[src/rtl/cpu_pkg.sv]
// Shared definitions for the lab processor core.
// Holds instruction encodings, shifter codes, ALU operation codes and the
// control FSM state enum. No ports; imported by cpu, cpu_datapath and
// cpu_regfile.
package cpu_pkg;

  localparam int DATA_W = 16;
  localparam int REG_SEL_W = 3;

  // Top-level opcode field, IR[15:13]
  localparam logic [2:0] OPC_MOV = 3'b110;
  localparam logic [2:0] OPC_ALU = 3'b101;

  // Secondary op field, IR[12:11]
  localparam logic [1:0] OP_MOV_IMM = 2'b10;
  localparam logic [1:0] OP_MOV_REG = 2'b00;
  localparam logic [1:0] OP_ADD     = 2'b00;
  localparam logic [1:0] OP_CMP     = 2'b01;
  localparam logic [1:0] OP_AND     = 2'b10;
  localparam logic [1:0] OP_MVN     = 2'b11;

  typedef enum logic [1:0] {
    SH_NONE = 2'b00,
    SH_LSL  = 2'b01,
    SH_LSR  = 2'b10,
    SH_ASR  = 2'b11
  } shift_e;

  typedef enum logic [1:0] {
    ALU_ADD = 2'b00,
    ALU_SUB = 2'b01,
    ALU_AND = 2'b10,
    ALU_NOT = 2'b11
  } alu_op_e;

  typedef enum logic [2:0] {
    S_WAIT      = 3'd0,
    S_DECODE    = 3'd1,
    S_WRITE_IMM = 3'd2,
    S_GET_A     = 3'd3,
    S_GET_B     = 3'd4,
    S_COMPUTE   = 3'd5,
    S_WRITE_REG = 3'd6
  } state_e;

  // Sign-extend the 8-bit immediate to a full data word.
  function automatic logic [DATA_W-1:0] sx_imm8(input logic [7:0] im8);
    return {{(DATA_W-8){im8[7]}}, im8};
  endfunction

endpackage

[src/rtl/cpu_datapath.sv]
// Datapath: register file, A/B operand registers, shifter on B, ALU,
// result register C and N/V/Z status register.
// Ports:
//   clk, reset          - clock, synchronous active-high clear of all state
//   readnum, writenum   - register-file selects
//   write               - register-file write enable
//   vsel                - write-back source: 1 = sximm8, 0 = C
//   sximm8              - sign-extended immediate
//   loada, loadb, loadc - operand / result register enables
//   loads               - status register enable
//   asel                - 1 forces the ALU A input to zero
//   shift, aluop        - shifter and ALU controls
//   out                 - register C
//   N, V, Z             - status flags
module cpu_datapath
  import cpu_pkg::*;
(
  input  logic                 clk,
  input  logic                 reset,
  input  logic [REG_SEL_W-1:0] readnum,
  input  logic [REG_SEL_W-1:0] writenum,
  input  logic                 write,
  input  logic                 vsel,
  input  logic [DATA_W-1:0]    sximm8,
  input  logic                 loada,
  input  logic                 loadb,
  input  logic                 loadc,
  input  logic                 loads,
  input  logic                 asel,
  input  shift_e               shift,
  input  alu_op_e              aluop,
  output logic [DATA_W-1:0]    out,
  output logic                 N,
  output logic                 V,
  output logic                 Z
);

  logic [DATA_W-1:0] rf_wdata, rf_rdata;
  logic [DATA_W-1:0] a_reg, b_reg;
  logic signed [DATA_W-1:0] ain, bin, alu_res;
  logic alu_ovf;

  function automatic logic [DATA_W-1:0] shift_f(input logic [DATA_W-1:0] x,
                                                input shift_e sh);
    case (sh)
      SH_LSL:  return {x[DATA_W-2:0], 1'b0};
      SH_LSR:  return {1'b0, x[DATA_W-1:1]};
      SH_ASR:  return {x[DATA_W-1], x[DATA_W-1:1]};
      default: return x;
    endcase
  endfunction

  // Returns {overflow, result}; overflow is only meaningful for add/sub.
  function automatic logic [DATA_W:0] alu_f(input logic signed [DATA_W-1:0] a,
                                            input logic signed [DATA_W-1:0] b,
                                            input alu_op_e op);
    logic signed [DATA_W-1:0] r;
    logic v;
    v = 1'b0;
    case (op)
      ALU_ADD: begin
        r = a + b;
        v = (a[DATA_W-1] == b[DATA_W-1]) && (r[DATA_W-1] != a[DATA_W-1]);
      end
      ALU_SUB: begin
        r = a - b;
        v = (a[DATA_W-1] != b[DATA_W-1]) && (r[DATA_W-1] != a[DATA_W-1]);
      end
      ALU_AND: r = a & b;
      default: r = ~b;
    endcase
    return {v, r};
  endfunction

  assign rf_wdata = vsel ? sximm8 : out;

  cpu_regfile REGFILE (
    .clk      (clk),
    .reset    (reset),
    .write    (write),
    .writenum (writenum),
    .readnum  (readnum),
    .data_in  (rf_wdata),
    .data_out (rf_rdata)
  );

  assign ain = asel ? '0 : $signed(a_reg);
  assign bin = $signed(shift_f(b_reg, shift));
  assign {alu_ovf, alu_res} = alu_f(ain, bin, aluop);

  always_ff @(posedge clk) begin
    if (reset) begin
      a_reg <= '0;
      b_reg <= '0;
      out   <= '0;
      N     <= 1'b0;
      V     <= 1'b0;
      Z     <= 1'b0;
    end else begin
      if (loada) a_reg <= rf_rdata;
      if (loadb) b_reg <= rf_rdata;
      if (loadc) out   <= alu_res;
      if (loads) begin
        N <= alu_res[DATA_W-1];
        V <= alu_ovf;
        Z <= (alu_res == '0);
      end
    end
  end

endmodule

[src/rtl/cpu_regfile.sv]
// 8 x 16 register file with one write port and one combinational read port.
// Ports:
//   clk, reset        - clock, synchronous active-high clear of R0-R7
//   write             - write enable
//   writenum, readnum - 3-bit register selects
//   data_in           - write data
//   data_out          - read data for readnum
module cpu_regfile
  import cpu_pkg::*;
(
  input  logic                 clk,
  input  logic                 reset,
  input  logic                 write,
  input  logic [REG_SEL_W-1:0] writenum,
  input  logic [REG_SEL_W-1:0] readnum,
  input  logic [DATA_W-1:0]    data_in,
  output logic [DATA_W-1:0]    data_out
);

  logic [DATA_W-1:0] R0, R1, R2, R3, R4, R5, R6, R7;

  // Reset has priority so an instruction aborted by reset never commits.
  always_ff @(posedge clk) begin
    if (reset) begin
      R0 <= '0; R1 <= '0; R2 <= '0; R3 <= '0;
      R4 <= '0; R5 <= '0; R6 <= '0; R7 <= '0;
    end else if (write) begin
      case (writenum)
        3'd0: R0 <= data_in;
        3'd1: R1 <= data_in;
        3'd2: R2 <= data_in;
        3'd3: R3 <= data_in;
        3'd4: R4 <= data_in;
        3'd5: R5 <= data_in;
        3'd6: R6 <= data_in;
        default: R7 <= data_in;
      endcase
    end
  end

  always_comb begin
    data_out = R0;
    case (readnum)
      3'd0: data_out = R0;
      3'd1: data_out = R1;
      3'd2: data_out = R2;
      3'd3: data_out = R3;
      3'd4: data_out = R4;
      3'd5: data_out = R5;
      3'd6: data_out = R6;
      default: data_out = R7;
    endcase
  end

endmodule

[src/rtl/cpu.sv]
// Multi-cycle 16-bit processor core: instruction register, decoder and
// control FSM driving the datapath. One instruction executes per start.
// Ports:
//   clk     - rising-edge clock
//   reset   - synchronous active-high reset
//   s       - start, sampled in Wait
//   load    - instruction register load enable
//   in      - instruction word
//   out     - datapath result register C
//   N, V, Z - status flags
//   w       - high while the FSM is in Wait
module cpu
  import cpu_pkg::*;
(
  input  logic              clk,
  input  logic              reset,
  input  logic              s,
  input  logic              load,
  input  logic [DATA_W-1:0] in,
  output logic [DATA_W-1:0] out,
  output logic              N,
  output logic              V,
  output logic              Z,
  output logic              w
);

  logic [DATA_W-1:0] ir;
  state_e state, state_nxt;

  logic [2:0]           opcode;
  logic [1:0]           op;
  logic [REG_SEL_W-1:0] rn, rd, rm;
  shift_e               sh;

  logic [REG_SEL_W-1:0] readnum, writenum;
  logic write, vsel, loada, loadb, loadc, loads, asel;
  alu_op_e aluop;
  logic is_mov, is_alu;

  assign opcode = ir[15:13];
  assign op     = ir[12:11];
  assign rn     = ir[10:8];
  assign rd     = ir[7:5];
  assign sh     = shift_e'(ir[4:3]);
  assign rm     = ir[2:0];
  assign is_mov = (opcode == OPC_MOV);
  assign is_alu = (opcode == OPC_ALU);

  // IR loads whenever asked, regardless of FSM state, so a load together
  // with start is decoded on the following cycle.
  always_ff @(posedge clk) begin
    if (reset) ir <= '0;
    else if (load) ir <= in;
  end

  always_ff @(posedge clk) begin
    if (reset) state <= S_WAIT;
    else state <= state_nxt;
  end

  always_comb begin
    state_nxt = state;
    readnum   = rn;
    writenum  = rd;
    write     = 1'b0;
    vsel      = 1'b0;
    loada     = 1'b0;
    loadb     = 1'b0;
    loadc     = 1'b0;
    loads     = 1'b0;
    asel      = 1'b0;
    aluop     = ALU_ADD;
    case (state)
      S_WAIT: if (s) state_nxt = S_DECODE;
      S_DECODE: begin
        if (is_mov && op == OP_MOV_IMM) state_nxt = S_WRITE_IMM;
        else if (is_mov && op == OP_MOV_REG) state_nxt = S_GET_B;
        else if (is_alu && op == OP_MVN) state_nxt = S_GET_B;
        else if (is_alu) state_nxt = S_GET_A;
        else state_nxt = S_WAIT;
      end
      S_WRITE_IMM: begin
        writenum  = rn;
        vsel      = 1'b1;
        write     = 1'b1;
        state_nxt = S_WAIT;
      end
      S_GET_A: begin
        readnum   = rn;
        loada     = 1'b1;
        state_nxt = S_GET_B;
      end
      S_GET_B: begin
        readnum   = rm;
        loadb     = 1'b1;
        state_nxt = S_COMPUTE;
      end
      S_COMPUTE: begin
        loadc = 1'b1;
        // MOV reg is an add of zero and the shifted B operand.
        asel  = is_mov || (op == OP_MVN);
        if (is_alu) begin
          case (op)
            OP_ADD:  aluop = ALU_ADD;
            OP_CMP:  aluop = ALU_SUB;
            OP_AND:  aluop = ALU_AND;
            default: aluop = ALU_NOT;
          endcase
        end
        if (is_alu && op == OP_CMP) begin
          loads     = 1'b1;
          state_nxt = S_WAIT;
        end else begin
          state_nxt = S_WRITE_REG;
        end
      end
      S_WRITE_REG: begin
        writenum  = rd;
        write     = 1'b1;
        state_nxt = S_WAIT;
      end
      default: state_nxt = S_WAIT;
    endcase
  end

  assign w = (state == S_WAIT);

  cpu_datapath DP (
    .clk      (clk),
    .reset    (reset),
    .readnum  (readnum),
    .writenum (writenum),
    .write    (write),
    .vsel     (vsel),
    .sximm8   (sx_imm8(ir[7:0])),
    .loada    (loada),
    .loadb    (loadb),
    .loadc    (loadc),
    .loads    (loads),
    .asel     (asel),
    .shift    (sh),
    .aluop    (aluop),
    .out      (out),
    .N        (N),
    .V        (V),
    .Z        (Z)
  );

endmodule

[config.mk]
export PLATFORM = sky130hd
export DESIGN_NAME = cpu
export DESIGN_NICKNAME = d
export VERILOG_FILES = /design/src/rtl/cpu_pkg.sv /design/src/rtl/cpu_datapath.sv /design/src/rtl/cpu_regfile.sv /design/src/rtl/cpu.sv
export SDC_FILE = /design/constraint.sdc
export NUM_CORES = 1
export LEC_CHECK = 0
export BUFFER_PORTS_ARGS = -buffer_cell sky130_fd_sc_hd__buf_2
export CAP_MARGIN = 25
export CELL_PAD_IN_SITES_DETAIL_PLACEMENT = 1
export CELL_PAD_IN_SITES_GLOBAL_PLACEMENT = 1
export CORE_MARGIN = 3
export CORE_UTILIZATION = 47
export DETAILED_ROUTE_END_ITERATION = 8
export PLACE_DENSITY = 0.83
export RECOVER_POWER = 50
export SLEW_MARGIN = 10
export SYNTH_ARGS = -nofsm -noshare
export SYNTH_HDL_FRONTEND = slang
export SYNTH_SLANG_ARGS = --single-unit
[constraint.sdc]
create_clock -name clk -period 4.8 [get_ports clk]
set_clock_uncertainty 0.1 [all_clocks]
set_input_delay 0.48 -clock clk [delete_from_list [all_inputs] [get_ports clk]]
set_output_delay 0.48 -clock clk [all_outputs]
set_load 0.005 [all_outputs]
Word-level counts from Yosys, hierarchy flattened:

Index checks and enable logic that the tools add are counted.

* logic and storage cells: 103
* output and inout port bits: 20
* flip-flop bits (word level): 198
* input bits: 20

* add/sub/neg operators: 2
* reduce and logical (&&, ||, !) cells: 23
* bitwise gates (word level): 3
* eq/ne operators: 33
* muxes and demuxes: 26

Operators with widths (number)
* $pmux 16 s7: 1
* $pmux 16 s3: 2
* $eq 3x3->1 const B: 11
* $mux 16: 2
* $mux 3: 7
* $eq 3x2->1 const B: 6
* $add 16x16->16: 1
* $and 16x16->16: 1
* $logic_not 16->1: 1
* $not 16->16: 1
* $reduce_and 2->1: 8
* $sub 16x16->16: 1
* $pmux 3 s5: 1
* $eq 2x2->1 const B: 5
* $eq 3x1->1 const B: 3
* $logic_not 3->1: 3
* $mux 1: 8
* $reduce_or 7->1: 1
* $eq 2x1->1 const B: 3
* $logic_and 1x1->1: 6
* $mux 2: 3
* $pmux 2 s3: 1
* $logic_not 2->1: 2
* $ne 1x1->1: 3
* 6 further kinds: 6

Logic depth before layout (Yosys ltp):

Gate-level depths: netlist of the first run.

* word-level depth: 8
* gate-level depth with buffers: 17
* mapped depth without buffers: 16

Modules after synthesis:

A second synthesis of the first run with hierarchy kept.

* cell total of the unflattened synthesis: 1382
* area, all modules: 11021.8 sq um

By module, submodules not included
* cpu_regfile: area an instance 5761.8 sq um, instances 1, cells an instance 743, sequential area each 2562.5 sq um
* cpu_datapath: area an instance 4320.4 sq um, instances 1, cells an instance 539, sequential area each 1021.0 sq um
* cpu: area an instance 939.7 sq um, instances 1, cells an instance 100, sequential area each 380.4 sq um

Worst setup path after synthesis of the first run:

OpenSTA, ideal clock, no wires.

* kind: register -> register
* from: reg ir[11]
* to: reg DP.Z
* data arrival time: 3882 ps
* setup slack: 760 ps
* setup time: 57 ps
* path buffers: 4
* stages on the path, launching flop included: 18
* clock period less this slack: 4040 ps
* data required time: 4643 ps
* cell sequence: dfxtp_1 -> buf_6 -> clkbuf_1 -> nand2_1 -> a21oi_1 -> clkbuf_1 -> nor2b_1 -> ha_1 -> clkbuf_1 -> nor2_1 -> a32o_1 -> a311o_1 -> a311o_1 -> xnor2_1 -> a221oi_1 -> o21ai_0 -> nor4_1 -> a21o_1

* longest elaborated chain between the ends: 7
* elaborated cells on any way between the ends: 21
* those cells by class: add/sub: 2; eq/ne: 5; mux: 8; bitwise: 1; reduce/logical: 5

RTL lines
* from (decl): RTL line cpu.sv:27 `logic [DATA_W-1:0] ir;`
* from (signal assigned): RTL line cpu.sv:53 `else if (load) ir <= in;`
* $eq 2x2->1 (tied with other cells): RTL line cpu.sv:101 `asel = is_mov || (op == OP_MVN);`
* $logic_or 1x1->1 or $pmux 2 s3 (tied branches): RTL line cpu.sv:101, cpu.sv:103
* $mux 1 or $mux 2 (tied branches): RTL line cpu.sv:73, cpu.sv:102
* $mux 16 or $mux 2 (tied branches): RTL line cpu_datapath.sv:87, cpu.sv:73
* $sub 16x16->16 (tied with other cells): RTL line cpu_datapath.sv:66 `r = a - b;`
* $pmux 16 s3: RTL line cpu_datapath.sv:60 `case (op)`
* $logic_not 16->1: RTL line cpu_datapath.sv:106 `Z <= (alu_res == '0);`
* to (signal assigned): RTL line cpu_datapath.sv:106
* to (decl): RTL line cpu_datapath.sv:35 `output logic Z`

Parallel ways exist; a longest one is shown, timed or not.
A chain may end at the register's enable or synchronous reset.

Worst setup path in the final report of the first run:

* from: reg state[1]
* to: reg DP.Z

* longest elaborated chain between the ends: 6
* elaborated cells on any way between the ends: 13
* those cells by class: add/sub: 2; eq/ne: 3; mux: 5; bitwise: 1; reduce/logical: 2

RTL lines
* from (decl): RTL line cpu.sv:28 `state_e state, state_nxt;`
* from (signal assigned): RTL line cpu.sv:58 `else state <= state_nxt;`
* $eq 3x3->1 (*): RTL line cpu.sv:73 `case (state)`
* $mux 1: RTL line cpu.sv:73
* $mux 16: RTL line cpu_datapath.sv:87 `assign ain = asel ? '0 : $signed(a_reg);`
* $sub 16x16->16 (tied with other cells): RTL line cpu_datapath.sv:66
* $pmux 16 s3: RTL line cpu_datapath.sv:60
* $logic_not 16->1: RTL line cpu_datapath.sv:106

Mark *: on every way between the ends. The rest lies on a longest branch, timed or not.

==> flow_summary.json, run 1 <==
{
  "status": "finished with violations",
  "violations": "max-capacitance violations, max-slew violations",
  "yosysTopAreaCell": "dfxtp_1",
  "antenna_found_initial": 0,
  "first_global_vias": 10100,
  "cts_tree": "done",
  "path_max_fanout": 15,
  "setup.worst_path.end_class": "register",
  "grt_max_degree": 120,
  "final_max_slew_viol_count": 432,
  "ant_nets": 0,
  "max_freq_ghz": 0.236,
  "dpl.hpwl_um": 22300,
  "start_util_pct": 48.1,
  "avgSynthCellArea_um2": 7.93,
  "io_pins": 40,
  "via_count": 9733,
  "synth_area_um2": 10600,
  "cts-root-buf": "clkbuf_16",
  "core_um2": 22000,
  "cts_buffers": 17,
  "rows": 54,
  "port_buffers": 39,
  "p_leak_nw": 3.91,
  "drcViolationCount": 0,
  "clk_latency_ns": 0.44,
  "cpMaxStageDelayCell": "ha_1",
  "layout_commonest_cell": "nor2_1",
  "criticalPathCategory": "reg2reg",
  "worst_slew_pin_slew_ns": 2.58,
  "ys.flop_type": "dfxtp_1",
  "power_density_nw_per_um2": 290,
  "synth_top_cell_area_share_pct": 37.5,
  "drt_iter0_drc": 661,
  "ir_drop_mv": 0.258,
  "routabilityCongestion": 0.935,
  "final_cell_mix": "nor2_1, dfxtp_1, a211oi_1",
  "yosysWarnings": 0,
  "die_h_um": 156,
  "seq_area_um2": 3960,
  "cp-start-kind": "register",
  "ys_async_sr_fraction_pct": 0,
  "die_w_um": 156,
  "cts_htree_levels": 4,
  "cts_hold_buffers": 0,
  "fin_area_um2": 11500,
  "slowest_delay_ns": 0.52,
  "n_antenna_cell": 0,
  "wirelength_um": 32900,
  "synth-seq-cells": 198,
  "synth_enable_flop_cells": 0,
  "synth.area.top_cells": "dfxtp_1, a211oi_1, nor2_1, a21oi_1, nand2_1",
  "cp.required_ns": 5.08,
  "cts_setup_buffers": 0,
  "placedInstanceArea_um2": 10900,
  "wl_per_cell_um": 20.6,
  "finalSetupViolCount": 0,
  "grtUsageTotal_pct": 27.5,
  "hp-class": "in2reg",
  "arrival_ns": 4.52,
  "routed_via_density": 6.07,
  "rsz0062_at_grt": "no",
  "fin_crit_sh_pct": 88.3,
  "fin_cells": 1603,
  "cts_sinks": 198,
  "cap_violations": 9,
  "cts_resized": 0,
  "multiInputGateArea_um2": 6080,
  "grt_pass1_wl_um": 54100,
  "maxSlewHeadroom_pct": -72.0,
  "die_area_um2": 24300,
  "ys_types": 67,
  "clkTransAtPathRegs_ns": 0.08,
  "layout.nets": 1364,
  "drive_gt1_share_pct": 7.94,
  "hold_viol": 0,
  "clk_path_buf_depth": 2,
  "dr.pass1.iters": 4,
  "yosysSeqAreaShare_pct": 37.5,
  "syn_nets": 1386,
  "area_growth_pct": 8.49,
  "fill_cells": 2705,
  "crit_path_cell_trace": "inv_1 -> nand3_1 -> a21oi_1 -> buf_4 -> nor2b_1 -> ha_1 -> nor3_1 -> a2111oi_1 -> buf_4 -> nor2_1 -> a221oi_1 -> xor2_1 -> a221oi_1 -> o2111ai_1 -> nor4_1 -> a21o_1",
  "setup_tns_ns": 0,
  "overflow": 0,
  "syn_inst": 1332,
  "timing.final.crit_period_ns": 4.24,
  "placed_cells": 1571
}
==> synth_stat cells, drive strengths merged (3+ instances only) <==
cell type and number:
a22oi 8, clkbuf 90, xor2 9, o211ai 7, o21bai 7, and3 8
xnor2 14, mux2i 46, ha 32, and2 3, mux2 6, dfxtp 198
o221ai 7, nand2b 9, o21a 3, mux4 3, o32a 4, a31oi 12
a311oi 5, nor2b 23, a21o 10, nand2 131, nor3 16, nand3b 3
a2111oi 4, o22ai 9, nand3 21, nor3b 11, a211oi 154, nor2 239
o21ai 36, a21oi 108, buf 17, inv 29, a221oi 7, o31ai 4
or2 4, or3 4
==> layer usage <==
metal | routed length (µm) | global-route usage, % | vias up
met5 | 0 | 0 | -
met4 | 634 | 8.16 | 0
met3 | 1020 | 3.11 | 45
met2 | 16000 | 46.1 | 168
met1 | 15300 | 37.5 | 4812
li1 | - | - | 4708
==> critical path: cells and delay by family, from the launching register on <==
family	cells	cell delay, ns
compound gates	6	1.71
xor+xnor	1	0.13
fa+ha+maj	1	0.52
buf+inv	3	0.66
flops	1	0.39
simple gates	5	0.69
==> cells by family (layout without fill, tap and decap cells) <==
logic type | Yosys count | in the layout | synth area share, %
and+or+nand+nor | 483 | 483 | 19.8
AOI/OAI and AO/OA | 403 | 403 | 25.7
DFF | 198 | 198 | 37.5
buffers and inverters | 136 | 127 | 5.17
muxes | 55 | 55 | 5.71
adders and majority gates | 34 | 34 | 4.17
xor gates and xnor gates | 23 | 23 | 1.91
==> report_power, final <==
| part | internal (W) | switching [W] | total, W |
|---|---|---|---|
| Combinational | 0.0000531 | 0.000127 | 0.000180 |
| Clock | 0.000816 | 0.000664 | 0.00148 |
| Sequential | 0.00165 | 0.0000111 | 0.00166 |
==> path summary, 6_finish.rpt <==
| check | endpoint | cells after the start | slack [ns] | from |
|---|---|---|---|---|
| worst max-delay path | DP.Z$_SDFFE_PP0P_ | 16 | 0.56 | state[1]$_SDFFE_PP0P_ |
| worst min-delay path | ir[12]$_SDFFE_PP0P_ | 3 | 0.18 | in[12] |
| worst max register to register | DP.Z$_SDFFE_PP0P_ | 16 | 0.56 | state[1]$_SDFFE_PP0P_ |
| worst min register to register | DP.a_reg[15]$_SDFFE_PP0P_ | 2 | 0.38 | DP.a_reg[15]$_SDFFE_PP0P_ |
==> per-stage QoR <==
stage / setup WS (ns) / util (%) / power [W] / hold WS (ns)
after floorplan: 0.760 / - / 0.00182 / 0.332
after global placement: 0.808 / 49.7 / 0.00188 / 0.349
after detailed placement: 0.719 / 49.7 / 0.00188 / 0.365
after CTS: 0.649 / 52.5 / 0.00334 / 0.173
after global routing: 0.112 / 52.2 / 0.00342 / 0.186
final: 0.562 / 52.2 / 0.00332 / 0.180
==> area by class of cell <==
type | instances | share of cell area, %
tap | 280 | 3.06
clock buffer | 23 | 4.43
inverter | 29 | 0.950
multi-input combinational | 998 | 53.0
timing repair buffer | 66 | 3.05
clock inverter | 9 | 0.895
sequential | 198 | 34.6
(Power assumes the default switching activity.)
==> run 2, diff against run 1 <==
--- a/config.mk
+++ b/config.mk
@@ -9,11 +9,14 @@
 export CAP_MARGIN = 25
 export CELL_PAD_IN_SITES_DETAIL_PLACEMENT = 1
 export CELL_PAD_IN_SITES_GLOBAL_PLACEMENT = 1
+export CORE_ASPECT_RATIO = 1.4
 export CORE_MARGIN = 3
 export CORE_UTILIZATION = 47
+export CTS_CLUSTER_DIAMETER = 50
 export DETAILED_ROUTE_END_ITERATION = 8
 export PLACE_DENSITY = 0.83
 export RECOVER_POWER = 50
+export SKIP_LAST_GASP = 1
 export SLEW_MARGIN = 10
 export SYNTH_ARGS = -nofsm -noshare
 export SYNTH_HDL_FRONTEND = slang
==> run 2 against run 1 <==
Effect of this change: the run still ends with max-capacitance violations, max-slew violations left; critical endpoint unchanged; largest power group unchanged; wire length grew 2.1%; power grew 2.8%; hold slack worse by 0.011 ns; global-route usage rose by 0.52 points; core utilization is 0.18 points higher; critical path depth shrank 1.
==> flow_summary.json, run 2 (synthesis results as in run 1) <==
{
  "clk_latency_ns": 0.45,
  "rsz0062_at_grt": "no",
  "cts_setup_buffers": 0,
  "arrival_ns": 4.65,
  "first_global_vias": 10300,
  "cts-root-buf": "clkbuf_16",
  "routabilityCongestion": 0.943,
  "layout.nets": 1366,
  "rows": 64,
  "routed_via_density": 6.07,
  "placed_cells": 1590,
  "cap_violations": 6,
  "grt_pass1_wl_um": 55100,
  "hp-class": "in2reg",
  "crit_path_start": "ir[3]$_SDFFE_PP0P_",
  "fin_cells": 1622,
  "setup.worst_path.end_class": "register",
  "clkTransAtPathRegs_ns": 0.08,
  "io_pins": 40,
  "p_leak_nw": 3.92,
  "cts_htree_levels": 4,
  "wirelength_um": 33600,
  "cts_buffers": 17,
  "place_ws_ns": 0.439,
  "start_util_pct": 48.0,
  "die_w_um": 133,
  "violations": "max-capacitance violations, max-slew violations",
  "clk_path_buf_depth": 2,
  "power_density_nw_per_um2": 296,
  "ant_nets": 0,
  "port_buffers": 39,
  "setup_tns_ns": 0,
  "wl_per_cell_um": 20.7,
  "timing.final.crit_period_ns": 4.36,
  "status": "finished with violations",
  "finalSetupViolCount": 0,
  "drt_iter0_drc": 640,
  "drcViolationCount": 0,
  "layout_commonest_cell": "nor2_1",
  "n_antenna_cell": 0,
  "final_max_slew_viol_count": 198,
  "cp.required_ns": 5.09,
  "antenna_found_initial": 0,
  "overflow": 0,
  "final_cell_mix": "nor2_1, dfxtp_1, a211oi_1",
  "path_max_fanout": 12,
  "fin_crit_sh_pct": 90.9,
  "utilization_pct": 52.4,
  "die_area_um2": 24300,
  "r2r-start": "ir[3]$_SDFFE_PP0P_",
  "core_um2": 22000,
  "worst_slew_pin_slew_ns": 1.75,
  "via_count": 9842,
  "grt_max_degree": 105,
  "placedInstanceArea_um2": 11000,
  "area_growth_pct": 9.18,
  "die_h_um": 183,
  "cp-start-kind": "register",
  "ir_drop_mv": 0.267,
  "fin_area_um2": 11500,
  "cts_tree": "done",
  "criticalPathCategory": "reg2reg",
  "grtUsageTotal_pct": 28.0,
  "maxSlewHeadroom_pct": -16.4,
  "dr.pass1.iters": 6,
  "hold_viol": 0,
  "cts_sinks": 198,
  "dpl.hpwl_um": 23400,
  "drive_gt1_share_pct": 8.00,
  "worstHoldStart": "in[7]",
  "setup_slack_ns": 0.438,
  "cts_resized": 0,
  "max_freq_ghz": 0.229,
  "cts_hold_buffers": 0
}
## run 2: changes by cell type in the layout (fill, tap and decap cells not counted), sizes merged
cell and change:
bufinv +3, clkbuf -4, clkinv -2, clkinvlp +5
## run 2: path summary, 6_finish.rpt
path                               end  slack, ns  cells after the start
max reg2reg          DP.Z$_SDFFE_PP0P_       0.44                     15
min                 ir[7]$_SDFFE_PP0P_       0.17                      3
max                  DP.Z$_SDFFE_PP0P_       0.44                     15
min reg2reg  DP.a_reg[12]$_SDFFE_PP0P_       0.37                      2
## run 2: power by group
part / internal (W) / switching, W
registers: 0.00165 / 0.0000121
logic: 0.0000532 / 0.000128
clock network: 0.000888 / 0.000682
total: 0.00259 / 0.000822
## run 2: layout make-up
type                            instances  area (µm²)
Sequential cell                       198        3960
Clock inverter                         15         218
Fill cell                            2711       10500
Clock buffer                           17         425
Inverter                               29         109
Multi-Input combinational cell        998        6090
Timing Repair Buffer                   68         363
Tap cell                              297         372
## run 2: per-stage QoR
| step | power [W] | hold slack (ns) |
|---|---|---|
| 2_1_floorplan | 0.00182 | 0.332 |
| 3_3_place_gp | 0.00188 | 0.353 |
| 3_5_place_dp | 0.00188 | 0.362 |
| 4_1_cts | 0.00343 | 0.161 |
| 5_1_grt | 0.00352 | 0.180 |
| 6_report | 0.00341 | 0.168 |
## run 2: routing by layer
layer | track usage [%] | up-vias | routed length, µm
met1 | 33.6 | 4839 | 14100
li1 | - | 4714 | -
met4 | 11.0 | 0 | 1060
met5 | 0 | - | 0
met2 | 50.8 | 218 | 17300
met3 | 3.67 | 71 | 1130
## run 2: critical path: stages (launching register included)
cell,delay [ns]
dfxtp_1,0.53
buf_4,0.30
mux2i_1,0.21
nor2_1,0.05
a21oi_1,0.23
inv_1,0.08
ha_1,0.42
a2111oi_0,0.51
o21ai_0,0.38
nand3_1,0.18
o221ai_1,0.19
xor2_1,0.18
a221oi_1,0.36
o2111ai_1,0.15
nor4_1,0.27
a21o_1,0.16
==> run 3, diff against run 2 <==
--- a/config.mk
+++ b/config.mk
@@ -5,7 +5,7 @@
 export SDC_FILE = /design/constraint.sdc
 export NUM_CORES = 1
 export LEC_CHECK = 0
-export BUFFER_PORTS_ARGS = -buffer_cell sky130_fd_sc_hd__buf_2
+export BUFFER_PORTS_ARGS = -buffer_cell sky130_fd_sc_hd__clkbuf_2
 export CAP_MARGIN = 25
 export CELL_PAD_IN_SITES_DETAIL_PLACEMENT = 1
 export CELL_PAD_IN_SITES_GLOBAL_PLACEMENT = 1
==> run 3 against run 2 <==
Effect of this change: the flow still finishes with violations (max-capacitance violations, max-slew violations); hold slack better by 0.0057 ns; sequential power about the same; flip-flop and latch count unchanged; combinational power about the same; first-iteration DRC count up 5.6%; power up 3.9%; count of clock-buffer cells in the layout up 2; non-clock buffer count up 1; core utilization up 0.30 points; cell area up 0.56%; clock power up 8%; global-route usage up 0.35 points; largest cell class unchanged; highest routed layer unchanged.
==> flow_summary.json, run 3 (synthesis results as in run 1) <==
{
  "routed_via_density": 6.08,
  "antenna_found_initial": 0,
  "area_growth_pct": 9.79,
  "p_leak_nw": 3.97,
  "core_um2": 22000,
  "cp-start-kind": "register",
  "cts_buffers": 17,
  "overflow": 0,
  "fin_crit_sh_pct": 91.2,
  "power_density_nw_per_um2": 306,
  "die_area_um2": 24300,
  "drive_gt1_share_pct": 8.37,
  "clkTransAtPathRegs_ns": 0.07,
  "routabilityCongestion": 0.938,
  "worstHoldStart": "in[12]",
  "grt_max_degree": 127,
  "final_max_slew_viol_count": 333,
  "cts_sinks": 198,
  "dr.pass1.iters": 5,
  "cts_setup_buffers": 0,
  "cts_resized": 0,
  "setup_tns_ns": 0,
  "die_w_um": 133,
  "arrival_ns": 4.67,
  "die_h_um": 183,
  "final_cell_mix": "nor2_1, dfxtp_1, a211oi_1",
  "status": "finished with violations",
  "wl_per_cell_um": 21.1,
  "cp.required_ns": 5.09,
  "finalSetupViolCount": 0,
  "grtUsageTotal_pct": 28.4,
  "setup.worst_path.end_class": "register",
  "cts-root-buf": "clkbuf_16",
  "criticalPathCategory": "reg2reg",
  "maxSlewHeadroom_pct": -79.1,
  "hold_viol": 0,
  "path_max_fanout": 12,
  "hp-class": "in2reg",
  "r2r-start": "ir[3]$_SDFFE_PP0P_",
  "clk_latency_ns": 0.44,
  "dpl.hpwl_um": 23900,
  "via_count": 9865,
  "layout.nets": 1367,
  "cts_tree": "done",
  "drt_iter0_drc": 676,
  "start_util_pct": 48.0,
  "n_antenna_cell": 0,
  "rsz0062_at_grt": "no",
  "crit_path_start": "ir[3]$_SDFFE_PP0P_",
  "p_total_w": 0.00355,
  "first_global_vias": 10200,
  "ant_nets": 0,
  "violations": "max-capacitance violations, max-slew violations",
  "io_pins": 40,
  "port_buffers": 39,
  "wirelength_um": 34200,
  "layout_commonest_cell": "nor2_1",
  "max_freq_ghz": 0.228,
  "ir_drop_mv": 0.288,
  "cts_htree_levels": 4,
  "worst_slew_pin_slew_ns": 2.69,
  "grt_pass1_wl_um": 55600,
  "cts_hold_buffers": 0,
  "cap_violations": 6,
  "drcViolationCount": 0,
  "timing.final.crit_period_ns": 4.38,
  "clk_path_buf_depth": 2,
  "rows": 64
}
[run 3: cell count changes in the layout (fill, tap and decap cells not counted), moves of 3 or more]
cell,change
buf_2,-24
clkbuf_2,+29
clkbuf_1,-5
clkinvlp_4,-4
inv_8,-3
inv_6,-3
clkinv_2,+3
bufinv_16,+3
[run 3: area by class of cell]
cell class,instances,area (µm²)
inverters,29,109
flip-flops and latches,198,3960
repair buffers,69,373
clock buffers,19,453
fillers,2683,10400
multi-input cells,998,6080
clock inverters,13,250
well taps,297,372
[run 3: worst max-delay path: stages, from the launching register on]
cell	delay, ns
dfxtp_1	0.55
buf_4	0.31
mux2i_1	0.21
nor2_1	0.05
a21oi_1	0.22
inv_1	0.08
ha_1	0.41
a2111oi_0	0.47
o21ai_0	0.35
nand3_1	0.19
o221ai_1	0.17
xor2_1	0.17
a221oi_1	0.40
o2111ai_1	0.16
nor4_1	0.31
a21o_1	0.16
[run 3: where the power goes]
group          internal [W]  switching, W
combinational     0.0000545      0.000128
clock               0.00106      0.000643
sequential          0.00165     0.0000120
total               0.00276      0.000783
[run 3: metal layers]
metal  up-vias  GRT usage, %  part of all wire [%]
met4         0          11.2                   3.5
li1       4707             -                     -
met3        78          3.97                   3.0
met2       221          50.7                    51
met5         -             0                     0
met1      4859          34.4                    42
[run 3: stage by stage]
stage,instances,hold slack (ns),worst slack [ns],utilization (%),instance area [µm²]
detailed placement,1591,0.364,0.595,49.8,11000
floorplan,1332,0.332,0.760,-,10600
finish,1623,0.174,0.421,52.7,11600
CTS,1623,0.167,0.561,53.0,11700
global placement,1590,0.352,0.744,49.8,11000
global route,1623,0.175,0.140,52.7,11600
[run 3: final timing paths]
path | end | slack (ns) | cells past startpoint
setup / recovery | DP.Z$_SDFFE_PP0P_ | 0.42 | 15
hold / removal | ir[12]$_SDFFE_PP0P_ | 0.17 | 3
setup reg to reg | DP.Z$_SDFFE_PP0P_ | 0.42 | 15
hold reg to reg | DP.a_reg[15]$_SDFFE_PP0P_ | 0.37 | 2
